[src/rtl/pipe_ctrl.sv]
// pipe_ctrl: pipeline hold/flush arbitration, PC redirect and stall-cycle counter
module pipe_ctrl #(
  parameter int FLUSH_CYCLES = 1,
  parameter int LU_CYCLES = 1
) (
  input  logic        clk,
  input  logic        rst,
  input  logic        jump_flag_i,
  input  logic [31:0] jump_addr_i,
  input  logic        int_assert_i,
  input  logic [31:0] int_addr_i,
  output logic        int_ack_o,
  input  logic        hold_bus_req_i,
  input  logic        hold_ex_req_i,
  input  logic        load_use_i,
  output logic [2:0]  hold_flag_o,
  output logic [2:0]  flush_flag_o,
  output logic        jump_flag_o,
  output logic [31:0] jump_addr_o,
  output logic [31:0] stall_cnt_o
);
  typedef enum logic [1:0] {IDLE, REDIR, PEND, LU} state_t;
  localparam logic [2:0] HOLD_ID = 3'd3, HOLD_EX = 3'd4, FLUSH_EX = 3'd3;
  localparam logic [2:0] F_INIT = 3'(FLUSH_CYCLES - 1);
  localparam logic [1:0] L_INIT = 2'(LU_CYCLES - 1);
  state_t state, state_n;
  logic [31:0] pend_addr, pend_addr_n;
  logic [2:0] fcnt, fcnt_n;
  logic [1:0] lcnt, lcnt_n;
  always_comb begin
    state_n = state;
    pend_addr_n = pend_addr;
    fcnt_n = fcnt;
    lcnt_n = lcnt;
    hold_flag_o = 3'd0;
    flush_flag_o = 3'd0;
    jump_flag_o = 1'b0;
    jump_addr_o = 32'd0;
    int_ack_o = 1'b0;
    if (int_assert_i && !hold_bus_req_i) begin
      int_ack_o = 1'b1;
      jump_flag_o = 1'b1;
      jump_addr_o = int_addr_i;
      flush_flag_o = FLUSH_EX;
      state_n = REDIR;
      fcnt_n = F_INIT;
    end else if (hold_bus_req_i) begin
      hold_flag_o = HOLD_EX;
      if (jump_flag_i && state != PEND) begin
        pend_addr_n = jump_addr_i;
        state_n = PEND;
      end
    end else if (state == PEND) begin
      // the jump still sitting in EX is the one already latched
      jump_flag_o = 1'b1;
      jump_addr_o = pend_addr;
      flush_flag_o = FLUSH_EX;
      state_n = REDIR;
      fcnt_n = F_INIT;
    end else if (jump_flag_i) begin
      jump_flag_o = 1'b1;
      jump_addr_o = jump_addr_i;
      flush_flag_o = FLUSH_EX;
      state_n = REDIR;
      fcnt_n = F_INIT;
    end else if (hold_ex_req_i) begin
      hold_flag_o = HOLD_EX;
    end else if (state == REDIR) begin
      flush_flag_o = fcnt != 3'd0 ? FLUSH_EX : 3'd0;
      fcnt_n = fcnt != 3'd0 ? fcnt - 3'd1 : fcnt;
      state_n = fcnt != 3'd0 ? REDIR : IDLE;
    end else if (state == LU) begin
      hold_flag_o = lcnt != 2'd0 ? HOLD_ID : 3'd0;
      lcnt_n = lcnt != 2'd0 ? lcnt - 2'd1 : lcnt;
      state_n = lcnt != 2'd0 ? LU : IDLE;
    end else if (load_use_i) begin
      hold_flag_o = HOLD_ID;
      state_n = LU;
      lcnt_n = L_INIT;
    end
  end
  always_ff @(posedge clk) begin
    if (rst) begin
      state <= IDLE;
      pend_addr <= 32'd0;
      fcnt <= 3'd0;
      lcnt <= 2'd0;
      stall_cnt_o <= 32'd0;
    end else begin
      state <= state_n;
      pend_addr <= pend_addr_n;
      fcnt <= fcnt_n;
      lcnt <= lcnt_n;
      if (hold_flag_o != 3'd0 && stall_cnt_o != 32'hFFFF_FFFF) stall_cnt_o <= stall_cnt_o + 32'd1;
    end
  end
endmodule

[config.mk]
export PLATFORM = sky130hd
export DESIGN_NAME = pipe_ctrl
export DESIGN_NICKNAME = d
export VERILOG_FILES = /design/src/rtl/pipe_ctrl.sv
export SDC_FILE = /design/constraint.sdc
export NUM_CORES = 1
export LEC_CHECK = 0
export ABC_AREA = 1
export ABC_CLOCK_PERIOD_IN_PS = 2900
export CORE_MARGIN = 2
export CORE_UTILIZATION = 57
export CTS_CLUSTER_DIAMETER = 80
export DETAILED_ROUTE_END_ITERATION = 8
export DONT_BUFFER_PORTS = 1
export GPL_TIMING_DRIVEN = 0
export PLACE_DENSITY = 0.81
export SLEW_MARGIN = 30
export SYNTH_ARGS = -nofsm -noshare
export SYNTH_HDL_FRONTEND = slang
export SYNTH_SLANG_ARGS = --single-unit
[constraint.sdc]
create_clock -name clk -period 2.9 [get_ports clk]
set_input_delay 0.87 -clock clk [delete_from_list [all_inputs] [get_ports clk]]
set_output_delay 0.87 -clock clk [all_outputs]
set_load 0.03 [all_outputs]
==> results.py <==
metrics = {
    "floorplanning": {
        "coreArea_um2": 7330,
        "die_area_um2": 8340,
        "die_h_um": 91.3,
        "ios": 143,
        "die_w_um": 91.3,
        "num_rows": 31,
        "start_util": 0.593,
    },
    "clock_network": {
        "clk_latency_ns": 0.35,
        "clockRootBuffer": "clkbuf_8",
        "cts_made_buffers": 9,
        "cts_buffer_depth": 2,
        "clock_sinks": 71,
        "holdBufCountCts": 0,
        "clk_pin_slew_ns": 0.07,
        "cts_tree": "built",
        "cts_setup_buffers": 0,
        "htree_levels": 3,
    },
    "critical_path": {
        "worst-path-max-fanout": 10,
        "setup.worst_path.end_class": "output pin",
        "path_buf_inv": 4,
        "worstPathArrival_ns": 1.96,
        "start_kind": "register",
        "path_cells": "inv_1, ha_2, inv_2, nand2_1, inv_4, clkbuf_8, a22oi_1, o21ai_4",
        "crit_required_ns": 2.03,
        "r2r_cells": 11,
        "cp_slowest_stage_delay_ns": 0.34,
        "critPathKind": "reg2out",
        "reg2reg_to": "stall_cnt_o[31]",
        "reg2reg_slack_ns": 0.73,
        "worstSetupEndpoint": "jump_addr_o[20]",
        "startpoint": "state[0]",
        "cp.depth": 8,
        "cp_top_family": "compound AO/OA/AOI/OAI gates",
        "crit_path_top_delay_cell": "dfxtp_2",
        "regToRegStartpoint": "stall_cnt_o[1]",
    },
    "sta": {
        "timing.slew.headroom": 0.567,
        "totalNegativeSetupSlack_ns": 0,
        "fin_crit_sh": 0.977,
        "slew_viol_final": 0,
        "finalSetupViolCount": 0,
        "tightestPinTransition_ns": 0.649,
        "fmax_ghz": 0.353,
        "timing.hold.ws_ns": 0.462,
        "finalHoldViolations": 0,
        "worst_clock_skew_ns": 0.00560,
        "fin_crit_ns": 2.83,
        "rsz0062_at_grt": "yes",
    },
    "finish": {
        "nets": 790,
        "final_cells": 814,
        "fillers": 639,
        "antennaDiodeCount": 0,
        "finish.utilization": 0.683,
        "drive_above_1_share": 0.138,
        "syn_to_final_growth_pct": 15.2,
    },
    "place": {
        "hpwl_mm": 9.10,
        "gp_congestion": 0.928,
        "dp_cells": 798,
        "io_buffers": 0,
    },
    "power": {
        "comb_power_share": 0.193,
        "pwr_density_cell_nw_per_um2": 448,
        "peakVddDrop_uv": 264,
        "swShare": 0.323,
        "p_leak_nw": 1.79,
        "p_clk_frac": 0.346,
        "power.switching_uw": 724,
        "p_seq_frac": 0.460,
        "p_int_mw": 1.52,
        "fin_total_pwr_mw": 2.24,
    },
    "global_routing": {
        "antenna_found_initial": 0,
        "grt_max_degree": 13,
        "globalRoute.totalOverflow": 0,
        "grt_usage": 0.298,
        "grt_pass1_vias": 4432,
        "grt_pass1_wl_mm": 20.4,
    },
    "synthesis": {
        "synth_commonest_cells": "246 x nand2_1, 83 x nor2_1, 71 x dfxtp_1, 51 x a21oi_1, 51 x inv_1",
        "ys.warnings.count": 0,
        "ys.flop_type": "dfxtp_1",
        "syn_area_um2": 4350,
        "synth_cells": 699,
        "syn-num-nets": 778,
        "yosysSeqAreaShare": 0.327,
        "synthArstFlopShare": 0,
        "synth_edf_count": 0,
        "yosysTopAreaCellShare": 0.327,
        "ys_types": 33,
        "yosys.area.top_type": "dfxtp_1",
        "synth_most_common_cell": "nand2_1",
        "syn_area_per_cell_um2": 6.22,
        "synth_seq_cells": 71,
        "synth_area_leaders": "dfxtp_1 33%, nand2_1 21%, nor2_1 7.2%",
    },
    "routing": {
        "wl_per_cell_um": 15.3,
        "antenna_left": 0,
        "viasPerCell": 5.78,
        "drc": 0,
        "drt_wl_total_mm": 12.5,
        "vias": 4701,
        "dr.first_iter.drc_count": 289,
        "drt-pass1-iter-count": 5,
    },
    "outcome": {
        "status": "completed",
    },
    "min_path": {
        "hold_path_class": "reg2reg",
    },
    "run": {
        "drv_cap": 0,
    },
}
[worst reg2reg max path, delay by kind of cell (launching register included)]
kind,cells,cell delay [ns]
flip-flops,1,0.59
AND/OR/NAND/NOR,6,0.69
buffers and inverters,3,0.35
AO/OA/AOI/OAI,1,0.17
adder cells (fa/ha/maj),1,0.31
[what timing repair did]
item / CTS / global route
setup endpoints to repair: 35 / 32
pin swaps: 3 / 0
gates cloned: 2 / 0
gates resized for setup: 52 / 42
[worst min-delay path by stage]
| stage | startpoint | endpoint | slack, ns | cells after the start |
|---|---|---|---|---|
| 2_1_floorplan | lcnt[1] | lcnt[1] | 0.43 | 2 |
| 3_3_place_gp | lcnt[1] | lcnt[1] | 0.44 | 2 |
| 3_5_place_dp | pend_addr[29] | pend_addr[29] | 0.45 | 2 |
| 4_1_cts | fcnt[1] | fcnt[1] | 0.47 | 2 |
| 5_1_grt | fcnt[1] | fcnt[1] | 0.49 | 2 |
| 6_report | fcnt[1] | fcnt[1] | 0.46 | 2 |
[logic make-up (layout without fill, tap and decap cells)]
logic type	Yosys count	after routing	share of synthesized area
adder cells (fa/ha/maj)	8	8	0.0230
buffers and inverters	90	106	0.0886
flip-flops	71	71	0.327
AO/OA/AOI/OAI	136	136	0.183
AND/OR/NAND/NOR	380	380	0.351
XOR/XNOR	13	13	0.0262
other	1	1	0.000862
[power by group through the flow]
stage	registers (mW)	logic (mW)	clock network, mW
final	1.03	0.434	0.777
after CTS	1.03	0.396	0.782
after global routing	1.04	0.471	0.843
after floorplan	1.05	0.295	0
after global placement	1.05	0.352	0
after detailed placement	1.05	0.360	0
[registers in the layout, summed over array words and instances (netlist names)]
signal / cells
stall_cnt_o: 32
state: 2
fcnt: 3
pend_addr: 32
lcnt: 2
[metal layers]
| metal | vias to the layer above | share of wire | global-route usage |
|---|---|---|---|
| li1 | 2277 | - | - |
| met5 | - | 0 | 0 |
| met2 | 209 | 0.49 | 0.502 |
| met3 | 34 | 0.078 | 0.0830 |
| met4 | 0 | 0.024 | 0.111 |
| met1 | 2181 | 0.41 | 0.363 |
[stage by stage]
| stage | cell area [um^2] | worst slack (ns) |
|---|---|---|
| finish | 5010 | 0.0658 |
| global route | 5010 | -0.00321 |
| global placement | 4470 | -0.116 |
| CTS | 4830 | -0.0454 |
| floorplan | 4350 | 0.121 |
| detailed placement | 4470 | -0.152 |
[placed cells by master (no fill, tap or decap), drive strengths merged]
cell	n
nand2	250
or2	3
xnor2	7
xor2	6
a21boi	1
nand3	21
conb	1
clkinv	3
dfxtp	71
a21oi	58
a211oi	1
buf	13
inv	54
o21ai	44
nor2	88
nand3b	1
bufinv	1
nand4	8
clkbuf	33
clkinvlp	2
nor3	9
ha	8
a22oi	32
[area by class of cell]
cell class              instances  area [um^2]  share of cell area
repair buffers                  2         15.0             0.00300
clock inverters                 6         61.3              0.0122
multi-input cells             538         2830               0.565
plain buffers                  35          221              0.0442
flip-flops and latches         71         1420               0.284
clock buffers                   9          124              0.0247
well taps                      99          124              0.0247
inverters                      54          209              0.0417
Power figures use the tool's default switching activity.
